$ cat src/rtl/counter_pkg.sv
// Shared definitions for the counter family (up-counter and down-counter).
// Both counters use the same state encoding and default width, so they can
// sit side by side in the same timing chains.
package counter_pkg;

    localparam int DEFAULT_WIDTH = 8;

    typedef enum logic [1:0] {
        IDLE = 2'd0,
        RUN  = 2'd1,
        HALT = 2'd2
    } counter_state_e;

endpackage : counter_pkg

$ cat src/rtl/down_counter_if.sv
// Control and status bundle for the down-counter.
// The master drives load/inhibit and observes the count; the slave is the counter.
interface down_counter_if
    import counter_pkg::*;
#(
    parameter int WIDTH = DEFAULT_WIDTH
);

    logic             clockinh;
    logic             load;
    logic [WIDTH-1:0] loadvalue;
    logic [WIDTH-1:0] countoutput;
    logic             borrowout;
    logic             running;

    modport master (
        output clockinh,
        output load,
        output loadvalue,
        input  countoutput,
        input  borrowout,
        input  running
    );

    modport slave (
        input  clockinh,
        input  load,
        input  loadvalue,
        output countoutput,
        output borrowout,
        output running
    );

endinterface : down_counter_if

$ cat src/rtl/down_counter.sv
// Loadable down-counter with a one-cycle borrow pulse on expiry.
// AUTORELOAD=1 makes it a programmable-period tick generator (period is
// loadvalue+1 clocks); AUTORELOAD=0 makes it a one-shot timeout that halts
// at zero. A high clockinh freezes the count and suppresses borrow, which
// stretches the period one clock for every inhibited clock.
module down_counter
    import counter_pkg::*;
#(
    parameter int WIDTH      = DEFAULT_WIDTH,
    parameter bit AUTORELOAD = 1'b1
) (
    input  logic           clock,
    input  logic           reset,
    down_counter_if.slave  bus
);

    counter_state_e   state_q;
    logic [WIDTH-1:0] count_q;
    logic [WIDTH-1:0] reload_q;
    logic             borrow_q;
    logic             running_q;

    logic [WIDTH-1:0] count_dec;
    logic             count_zero;

    // Zero is detected before decrementing, so the wrapped value is never stored.
    assign count_dec  = count_q - WIDTH'(1);
    assign count_zero = (count_q == '0);

    // State machine with registered count, reload, borrow and running outputs.
    always_ff @(posedge clock) begin
        if (reset) begin
            state_q   <= IDLE;
            count_q   <= '0;
            reload_q  <= '0;
            borrow_q  <= 1'b0;
            running_q <= 1'b0;
        end else if (bus.load) begin
            reload_q  <= bus.loadvalue;
            count_q   <= bus.loadvalue;
            state_q   <= RUN;
            running_q <= 1'b1;
            borrow_q  <= 1'b0;
        end else if (bus.clockinh) begin
            borrow_q  <= 1'b0;
        end else begin
            case (state_q)
                RUN: begin
                    if (count_zero) begin
                        borrow_q <= 1'b1;
                        if (AUTORELOAD) begin
                            count_q <= reload_q;
                        end else begin
                            state_q   <= HALT;
                            running_q <= 1'b0;
                        end
                    end else begin
                        count_q  <= count_dec;
                        borrow_q <= 1'b0;
                    end
                end
                default: begin
                    borrow_q <= 1'b0;
                end
            endcase
        end
    end

    assign bus.countoutput = count_q;
    assign bus.borrowout   = borrow_q;
    assign bus.running     = running_q;

endmodule : down_counter

$ cat src/flat_wrapper.sv
// flat-port wrapper written by rule: the top's interface ports become plain ports
module down_counter_flat import counter_pkg::*;
#(
    parameter int WIDTH      = DEFAULT_WIDTH,
    parameter bit AUTORELOAD = 1'b1
)
  (clock, reset, bus_clockinh, bus_load, bus_loadvalue, bus_countoutput, bus_borrowout, bus_running);
  down_counter_if #(.WIDTH(WIDTH)) bus_i ();
  input  logic clock;
  input  logic reset;
  input wire logic [$bits(bus_i.clockinh)-1:0] bus_clockinh;
  input wire logic [$bits(bus_i.load)-1:0] bus_load;
  input wire logic [$bits(bus_i.loadvalue)-1:0] bus_loadvalue;
  output wire logic [$bits(bus_i.countoutput)-1:0] bus_countoutput;
  output wire logic [$bits(bus_i.borrowout)-1:0] bus_borrowout;
  output wire logic [$bits(bus_i.running)-1:0] bus_running;
  assign bus_i.clockinh = bus_clockinh;
  assign bus_i.load = bus_load;
  assign bus_i.loadvalue = bus_loadvalue;
  assign bus_countoutput = bus_i.countoutput;
  assign bus_borrowout = bus_i.borrowout;
  assign bus_running = bus_i.running;
  down_counter #(.WIDTH(WIDTH), .AUTORELOAD(AUTORELOAD)) u_core (.clock(clock), .reset(reset), .bus(bus_i));
endmodule
$ cat config.mk
export PLATFORM = sky130hd
export DESIGN_NAME = down_counter_flat
export DESIGN_NICKNAME = d
export VERILOG_FILES = /design/src/rtl/counter_pkg.sv /design/src/rtl/down_counter_if.sv /design/src/rtl/down_counter.sv /design/src/flat_wrapper.sv
export SDC_FILE = /design/constraint.sdc
export NUM_CORES = 1
export LEC_CHECK = 0
export CAP_MARGIN = 5
export CELL_PAD_IN_SITES_DETAIL_PLACEMENT = 1
export CELL_PAD_IN_SITES_GLOBAL_PLACEMENT = 1
export CORE_ASPECT_RATIO = 1.4
export CORE_UTILIZATION = 35
export CTS_CLUSTER_SIZE = 16
export DETAILED_ROUTE_END_ITERATION = 8
export PLACE_DENSITY = 0.8
export SLEW_MARGIN = 10
export SYNTH_ARGS = -nofsm -noshare
export SYNTH_HDL_FRONTEND = slang
export SYNTH_SLANG_ARGS = --single-unit
export TNS_END_PERCENT = 30
$ cat constraint.sdc
create_clock -name clock -period 1.8 [get_ports clock]
set_input_delay 0.18 -clock clock [delete_from_list [all_inputs] [get_ports clock]]
set_output_delay 0.18 -clock clock [all_outputs]
set_load 0.005 [all_outputs]
==> flow_metrics.tcl, run 1 <==
set metrics [dict create \
    cts_hold_buffers 0 \
    io_buffers 21 \
    gp_congestion 0.798 \
    cts_tree "yes" \
    worst-r2r-setup-slack_ns 0.1 \
    ys_warn_count 0 \
    hold_depth 3 \
    synthTopCellsByArea "dfxtp_1, mux2i_1, a21oi_1" \
    finalCritPeriodShare 0.947 \
    required_ns 2.01 \
    slew_violations 0 \
    status "complete, no violations" \
    final_cell_mix "clkdlybuf4s50_1, dfxtp_1, nor2_1, a21oi_1" \
    synth_top_cell_area_share 0.386 \
    hold_violations 0 \
    nNetsFinal 150 \
    synthToLayoutAreaGrowth_pct 36.7 \
    clock_power_share 0.219 \
    wl_um 2530 \
    worst_pin_slew_ns 0.316 \
    hold_class "input port to register" \
    num_io_pins 22 \
    rows 21 \
    initial_core_util 0.378 \
    p_int_mw 0.649 \
    h-tree-depth 1 \
    ys_ff_latch 18 \
    clock_skew_ns 0.000325 \
    worstPathArrival_ns 1.91 \
    grt_overflow_total 0 \
    diodes 0 \
    final-setup-viol-count 0 \
    ir_drop_uv 370 \
    first_pass_iters 4 \
    final_area_um2 1280 \
    chipHeight_um 63.1 \
    seqPwrFrac 0.482 \
    cts-root-buf "clkbuf_4" \
    post-cts-setup-buffers 0 \
    rr_startpoint "u_core.bus.countoutput[2]$_SDFFE_PP0P_" \
    synth.distinct_cells 31 \
    p_leak_nw 0.499 \
    slew_headroom 0.789 \
    avgSynthCellArea_um2 8.74 \
    final_common_cell "clkdlybuf4s50_1" \
    drtIter0Drc 19 \
    grt_max_degree 28 \
    ant_nets 0 \
    path_class "register to register" \
    drive_gt1_frac 0.172 \
    yosysTopAreaCell "dfxtp_1" \
    numCtsBuffers 3 \
    max_freq_mhz 587 \
    ys_seq_area_frac 0.386 \
    drv_cap 0 \
    wl_per_cell_um 15.1 \
    fin_cells 168 \
    p_comb_frac 0.299 \
    cts_max_path_buffers 2 \
    swShare 0.302 \
    critPathLaunchType "register" \
    core_area_um2 2470 \
    place_area_um2 1220 \
    cp_max_fo 6 \
    rsz0062_at_grt "false" \
    hold_end "u_core.reload_q[6]$_SDFFE_PP0P_" \
    drc 0 \
    p_switching_mw 0.281 \
    multi_input_area_um2 562 \
    hp-start "bus_loadvalue[6]" \
    grt_use_total 0.192 \
    fp.dieArea_um2 2880 \
    grt_pass1_vias 857 \
    synth_area_um2 935 \
    vias 869 \
    r2r_end "u_core.bus.countoutput[2]$_SDFFE_PP0P_" \
    power_density_nw_per_um2 728 \
    synthCells 107 \
    vias_per_cell 5.17 \
    grt_first_pass_wirelength_um 4020 \
    seq_area_um2 362 \
    critical_path.endpoint_type "register" \
    rr_worst_depth 5 \
    postLayoutCoreUtil 0.517 \
    fill_cells 312 \
    min_period_ns 1.70 \
    path_clk_slew_ns 0.10 \
    dp_hpwl_um 1670 \
    die_x_um 45.7 \
    whs_ns 0.468 \
    worst_skew_pair.late_latency_ns 0.29 \
    syn_nets 121 \
    antenna_found_initial 0 \
    cts_sinks 18 \
    dp.cells 164 \
]
-- cell families (layout without fill, tap and decap cells) --
group / Yosys count / in the layout / synth area share
DFF: 18 / 18 / 0.386
adders and majority gates: 2 / 2 / 0.0268
AOI/OAI and AO/OA: 27 / 27 / 0.197
xor gates and xnor gates: 3 / 3 / 0.0281
muxes: 8 / 8 / 0.0857
buffers and inverters: 11 / 37 / 0.0522
and+or+nand+nor: 38 / 39 / 0.225
-- area by class of cell --
cell class | count | area share
Timing Repair Buffer | 29 | 0.212
Sequential cell | 18 | 0.283
Clock buffer | 3 | 0.0176
Tap cell | 34 | 0.0333
Multi-Input combinational cell | 79 | 0.440
Inverter | 5 | 0.0147
-- flip-flops by register name (all words and copies together) (netlist names) --
name	flops
u_core.bus.running	1
u_core.reload_q	8
u_core.bus.borrowout	1
u_core.bus.countoutput	8
-- per-layer routing --
| layer | share of wire | wire length (um) | up-vias | GRT usage |
|---|---|---|---|---|
| li1 | - | - | 435 | - |
| met1 | 0.44 | 1110 | 418 | 0.235 |
| met2 | 0.52 | 1320 | 12 | 0.313 |
| met3 | 0.021 | 53 | 4 | 0.0287 |
| met4 | 0.017 | 44 | 0 | 0.0947 |
| met5 | 0 | 0 | - | 0 |
-- power by group through the flow --
stage | sequential [mW] | combinational (mW) | clock [mW]
after global routing | 0.451 | 0.302 | 0.241
after detailed placement | 0.455 | 0.257 | 0
after CTS | 0.447 | 0.267 | 0.215
after floorplan | 0.458 | 0.148 | 0
final | 0.448 | 0.278 | 0.204
after global placement | 0.454 | 0.246 | 0
-- worst max path at each step --
| stage | startpoint | end | slack, ns | cells past startpoint |
|---|---|---|---|---|
| after floorplan | u_core.bus.countoutput[2]$_SDFFE_PP0P_ | u_core.bus.countoutput[3]$_SDFFE_PP0P_ | 0.12 | 6 |
| after global placement | u_core.bus.countoutput[1]$_SDFFE_PP0P_ | u_core.bus.countoutput[0]$_SDFFE_PP0P_ | 0.13 | 7 |
| after detailed placement | u_core.bus.countoutput[1]$_SDFFE_PP0P_ | u_core.bus.countoutput[2]$_SDFFE_PP0P_ | -0.02 | 7 |
| after CTS | u_core.bus.countoutput[1]$_SDFFE_PP0P_ | u_core.bus.countoutput[0]$_SDFFE_PP0P_ | 0.03 | 7 |
| after global routing | u_core.bus.countoutput[2]$_SDFFE_PP0P_ | u_core.bus.countoutput[0]$_SDFFE_PP0P_ | 0.01 | 5 |
| final | u_core.bus.countoutput[2]$_SDFFE_PP0P_ | u_core.bus.countoutput[2]$_SDFFE_PP0P_ | 0.1 | 5 |
-- cells in the mapped netlist --
library cell  instances
nor4_1                2
a221oi_2              2
o211ai_1              3
nor3b_1               1
nand2_2               2
or4_1                 1
and2b_1               1
nor4_4                1
a221oi_1              1
ha_1                  2
inv_1                 5
o21ai_1               3
nor2_1               13
o31a_1                1
o21ai_0               2
nor3_1                5
a41oi_1               1
nand2_1               5
mux2i_1               8
or2_1                 1
clkbuf_1              5
or3b_4                1
o21a_1                1
a21oi_1              10
buf_6                 1
dfxtp_1              18
xnor2_1               3
nor2b_1               2
nand2b_1              3
a211oi_1              2
a22oi_1               1
-- stage by stage --
| stage | power (mW) | setup TNS, ns | worst slack, ns |
|---|---|---|---|
| floorplan | 0.606 | 0 | 0.121 |
| global placement | 0.700 | 0 | 0.132 |
| detailed placement | 0.712 | -0.0209 | -0.0209 |
| CTS | 0.929 | 0 | 0.0328 |
| global route | 0.994 | 0 | 0.0114 |
| finish | 0.930 | 0 | 0.0958 |
-- what timing repair did --
action | CTS | global route
pin swaps | 1 | 2
resized for setup | 2 | 5
cloned | 1 | 0
setup endpoints to repair | 2 | 5
-- critical path: stages, from the launching register on --
cell,delay [ns]
dfxtp_1,0.35
nor4_4,0.34
or3b_4,0.48
nand2_1,0.09
o21ai_1,0.10
a211oi_2,0.26
No activity file was read; power rests on OpenSTA's default activity.
==> run 2, diff against run 1 <==
Settings changed: CAP_MARGIN 5 to not set.
==> results of run 2 <==
The final DEF is identical to that of run 1; final timing and power are the same.
==> RTL change 1, RTL diff (settings of run 2) <==
`AUTORELOAD` is set to 1'b1 in 2 places; all go to 1'b0.
--- a/src/rtl/down_counter.sv
+++ b/src/rtl/down_counter.sv
@@ -8,5 +8,5 @@
 #(
     parameter int WIDTH      = DEFAULT_WIDTH,
-    parameter bit AUTORELOAD = 1'b1
+    parameter bit AUTORELOAD = 1'b0
 ) (
     input  logic           clock,
--- a/src/flat_wrapper.sv
+++ b/src/flat_wrapper.sv
@@ -3,5 +3,5 @@
 #(
     parameter int WIDTH      = DEFAULT_WIDTH,
-    parameter bit AUTORELOAD = 1'b1
+    parameter bit AUTORELOAD = 1'b0
 )
   (clock, reset, bus_clockinh, bus_load, bus_loadvalue, bus_countoutput, bus_borrowout, bus_running);
Function: changed (Yosys sat finds a counterexample within 4 cycles, from zero or initial values and one cycle with reset high).
==> RTL change 1 against run 2 <==
Die area fell by 32%. Area after synthesis fell by 33%. Power fell by 31%. Via count is 24% lower. Sequential cell count decreased by 7. Hold slack worse by 22 ps. Non-clock buffer count fell by 1. Wire length shrank 31%. Setup slack gained 51 ps. Final area down 26%. First-iteration DRC count is 74% lower.
==> RTL change 1: results (changes against run 2) <==
cells_and_area:
  buffers: 28  # -3.4%
  multi_input_area_share_pct: 39.9  # -4.1 points
  utilization_pct: 58.4  # +6.6 points
  seq-cell-share_pct: 23.6  # -4.7 points
  n_fill_cell: 201  # -36%
  clock_area_share_pct: 2.92  # +1.2 points
  drive_gt1_share_pct: 19.6  # +2.4 points
  bufAreaShareNonClock_pct: 28.2  # +7.1 points
  fin_area_um2: 943  # -26%
  seq_cells: 11  # -7
clock_tree:
  path_clk_slew_ps: 80  # -20 ps
  cts_resized: 0  # -2
worst_setup_path:
  crit_arrival_ps: 1830  # -80 ps
  max_stage_delay_ps: 340  # -140 ps
  endpoint: "u_core.bus.countoutput[0]$_SDFFE_PP0P_"
  critPathMaxFanout: 9  # +3
drt:
  drtIter0Drc: 5  # -14
  wire_per_inst_um: 14.4  # -4.1%
  wl_um: 1750  # -31%
logic_synthesis:
  synth-seq-area-share_pct: 35.3  # -3.3 points
  synth-compound-area-share_pct: 20.0  # +0.36 points
  synth_cell_types: 30  # -3.2%
  synth.mux.area_fraction_pct: 1.60  # -7.0 points
  synthXorXnorAreaFrac_pct: 2.81  # -0.0056 points
  synthTopCellsByCount: "dfxtp_1, inv_1, nor2_1, nor3_1, nand2_1"
  syn_avg_cell_area_um2: 8.55  # -2.1%
  synth_top_cells_by_area: "dfxtp_1, nor3_1, inv_1"
grt:
  grt_pass1_wl_um: 3020  # -25%
  grt_max_degree: 14  # -50%
  grt_usage_pct: 21.3  # +2.1 points
run_status:
  outcome: "completed"
power_and_ir_drop:
  max-vdd-ir-drop_v: 0.000313  # -15%
worst_hold_path:
  min_from: "bus_loadvalue[1]"
placed_design:
  dpl_cell_area_um2: 900  # -26%
sta:
  max_freq_mhz: 605  # +3.1%
## RTL change 1: report_power, final
group / switching (mW) / internal, mW
combinational: 0.0796 / 0.106
clock: 0.0939 / 0.0824
sequential: 0.0193 / 0.260
total: 0.193 / 0.448
## RTL change 1: logic make-up (layout without fill, tap and decap cells)
logic type      Yosys count  count (layout)
simple gates             31              31
mux                       1               1
fa+ha+maj                 2               2
compound gates           16              16
buf+inv                  10              39
flops                    11              11
xor+xnor                  2               2
## RTL change 1: layer usage
layer  vias to the layer above  part of all wire, %  wire (µm)  global-route usage [%]
met5                         -                    0          0                       0
met4                         0                  2.2         38                    10.7
met3                         5                  3.3         58                    2.56
met2                        16                   57        994                    39.4
met1                       315                   38        657                    22.7
li1                        326                    -          -                       -
## RTL change 1: worst reg2reg max path, stage by stage, from the launching register on
cell	delay, ps
dfxtp_2	340
inv_1	70
ha_1	200
nor3b_2	160
buf_4	140
a21oi_2	150
buf_6	150
xnor2_1	70
a211oi_1	280
==> RTL change 2, RTL diff (config.mk and constraints of run 2) <==
Made on the original files. Re-encode `counter_state_e` (3 states) as one-hot, 3 bits wide.
--- a/src/rtl/counter_pkg.sv
+++ b/src/rtl/counter_pkg.sv
@@ -6,8 +6,8 @@
     localparam int DEFAULT_WIDTH = 8;
 
-    typedef enum logic [1:0] {
-        IDLE = 2'd0,
-        RUN  = 2'd1,
-        HALT = 2'd2
+    typedef enum logic [2:0] {
+        IDLE = 3'b001,
+        RUN  = 3'b010,
+        HALT = 3'b100
     } counter_state_e;
 
Formal check against the unedited RTL: no difference found for any inputs over 10 cycles, from zero or initial values and one cycle with reset high; not proved beyond that.
==> RTL change 2 against run 2 <==
Wire length rose by 9.7%. Sequential cell count increased by 1. Count of clock-buffer cells in the layout grew 1. Sequential power rose by 4%. Via count rose by 10%. Clock skew grew 2.5 ps. Power rose by 3.7%. Setup slack got worse by 79 ps. Final area grew 9.9%. Area after synthesis increased by 4.7%. Maximum frequency is 4.4% lower. Utilization up 1.4 points. Largest power group unchanged.
==> RTL change 2: results (changes against run 2) <==
power_and_ir_drop:
  max-vdd-ir-drop_v: 0.000345  # -6.6%
  seq_power_mw: 0.466  # +4%
  p_sw_mw: 0.279  # -0.58%
  power.share.clock_pct: 22.4  # +0.5 points
  p_leak_nw: 0.552  # +11%
run_status:
  outcome: "completed"
grt:
  grtUsageMet3_pct: 1.95  # -0.92 points
  grt_use_met2_pct: 34.7  # +3.5 points
  grt_pass1_wl_um: 4450  # +11%
  grt_pass1_vias: 1030  # +20%
  grt_usage_pct: 19.8  # +0.61 points
  grt_max_degree: 20  # -29%
  grt.met1_usage_pct: 23.6  # +0.12 points
sta:
  holdWs_ps: 469  # +1.21 ps
  relSlewSlack_pct: 75.8  # -3.2 points
cells_and_area:
  n_fill_cell: 328  # +5.1%
  buffers: 38  # +31%
  drive_gt1_share_pct: 26.0  # +8.9 points
  bufAreaShareNonClock_pct: 24.1  # +2.9 points
  n_all_inverters: 9  # +4
  seq_cells: 19  # +1
  register_area_um2: 384  # +6.2%
  clock_area_share_pct: 1.87  # +0.11 points
  final_nets: 161  # +7.3%
  nMultiInputCombCells: 76  # -3.8%
  clockBufferCount: 4  # +1
  multiInputGateArea_um2: 572  # +1.8%
drt:
  wire_per_inst_um: 15.3  # +1.2%
  met1_length_um: 1140  # +2.2%
  wl_met2_um: 1580  # +19%
  via_count: 957  # +10%
  drtIter0Drc: 14  # -5
logic_synthesis:
  synthTopCellsByCount: "dfxtp_1, a21oi_1, inv_1, nor2_1, mux2i_1"
  synth_fa_ha_area_share_pct: 2.56  # -0.12 points
  synth_cell_types: 32  # +3.2%
  syn_nets: 126  # +4.1%
  synth-seq-area-share_pct: 38.9  # +0.32 points
  synth.mux.area_fraction_pct: 6.14  # -2.4 points
  synth_top_cells_by_area: "dfxtp_1, mux2i_1, a21oi_1"
clock_tree:
  cts_setup_buffers: 0  # unchanged
placed_design:
  dp_hpwl_um: 1970  # +18%
  place.gp.congestion: 0.865  # +8.4%
worst_setup_path:
  critPathMaxFanout: 4  # -2
  reg2reg_slack_ps: 20  # -80 ps
  crit_arrival_ps: 2000  # +90 ps
  r2r_cells: 4  # -1
  r2r_end: "u_core.bus.countoutput[3]$_SDFFE_PP0P_"
## RTL change 2: worst max-delay path: stages (launching register included)
cell      delay [ps]
dfxtp_2          340
or4_4            560
or2_4            300
a211o_1          270
a221oi_2         230
## RTL change 2: per-stage QoR
| step | utilization, % | worst slack (ps) | TNS [ps] | cell area [µm²] | instances |
|---|---|---|---|---|---|
| after floorplan | - | -96.3 | -204 | 996 | 112 |
| after global placement | 50.5 | -67.3 | -84.1 | 1330 | 178 |
| after detailed placement | 50.5 | -100 | -219 | 1330 | 178 |
| after CTS | 51.7 | -4.34 | -4.34 | 1370 | 182 |
| after global routing | 53.1 | -31.6 | -115 | 1400 | 182 |
| final | 53.1 | 17.2 | 0 | 1400 | 182 |
## RTL change 2: repair_timing
item / 4_1_cts / 5_1_grt
cloned: 0 / 0
pin swaps: 1 / 4
resized for setup: 2 / 10
setup endpoints to repair: 3 / 7
hold buffers: 0 / 0
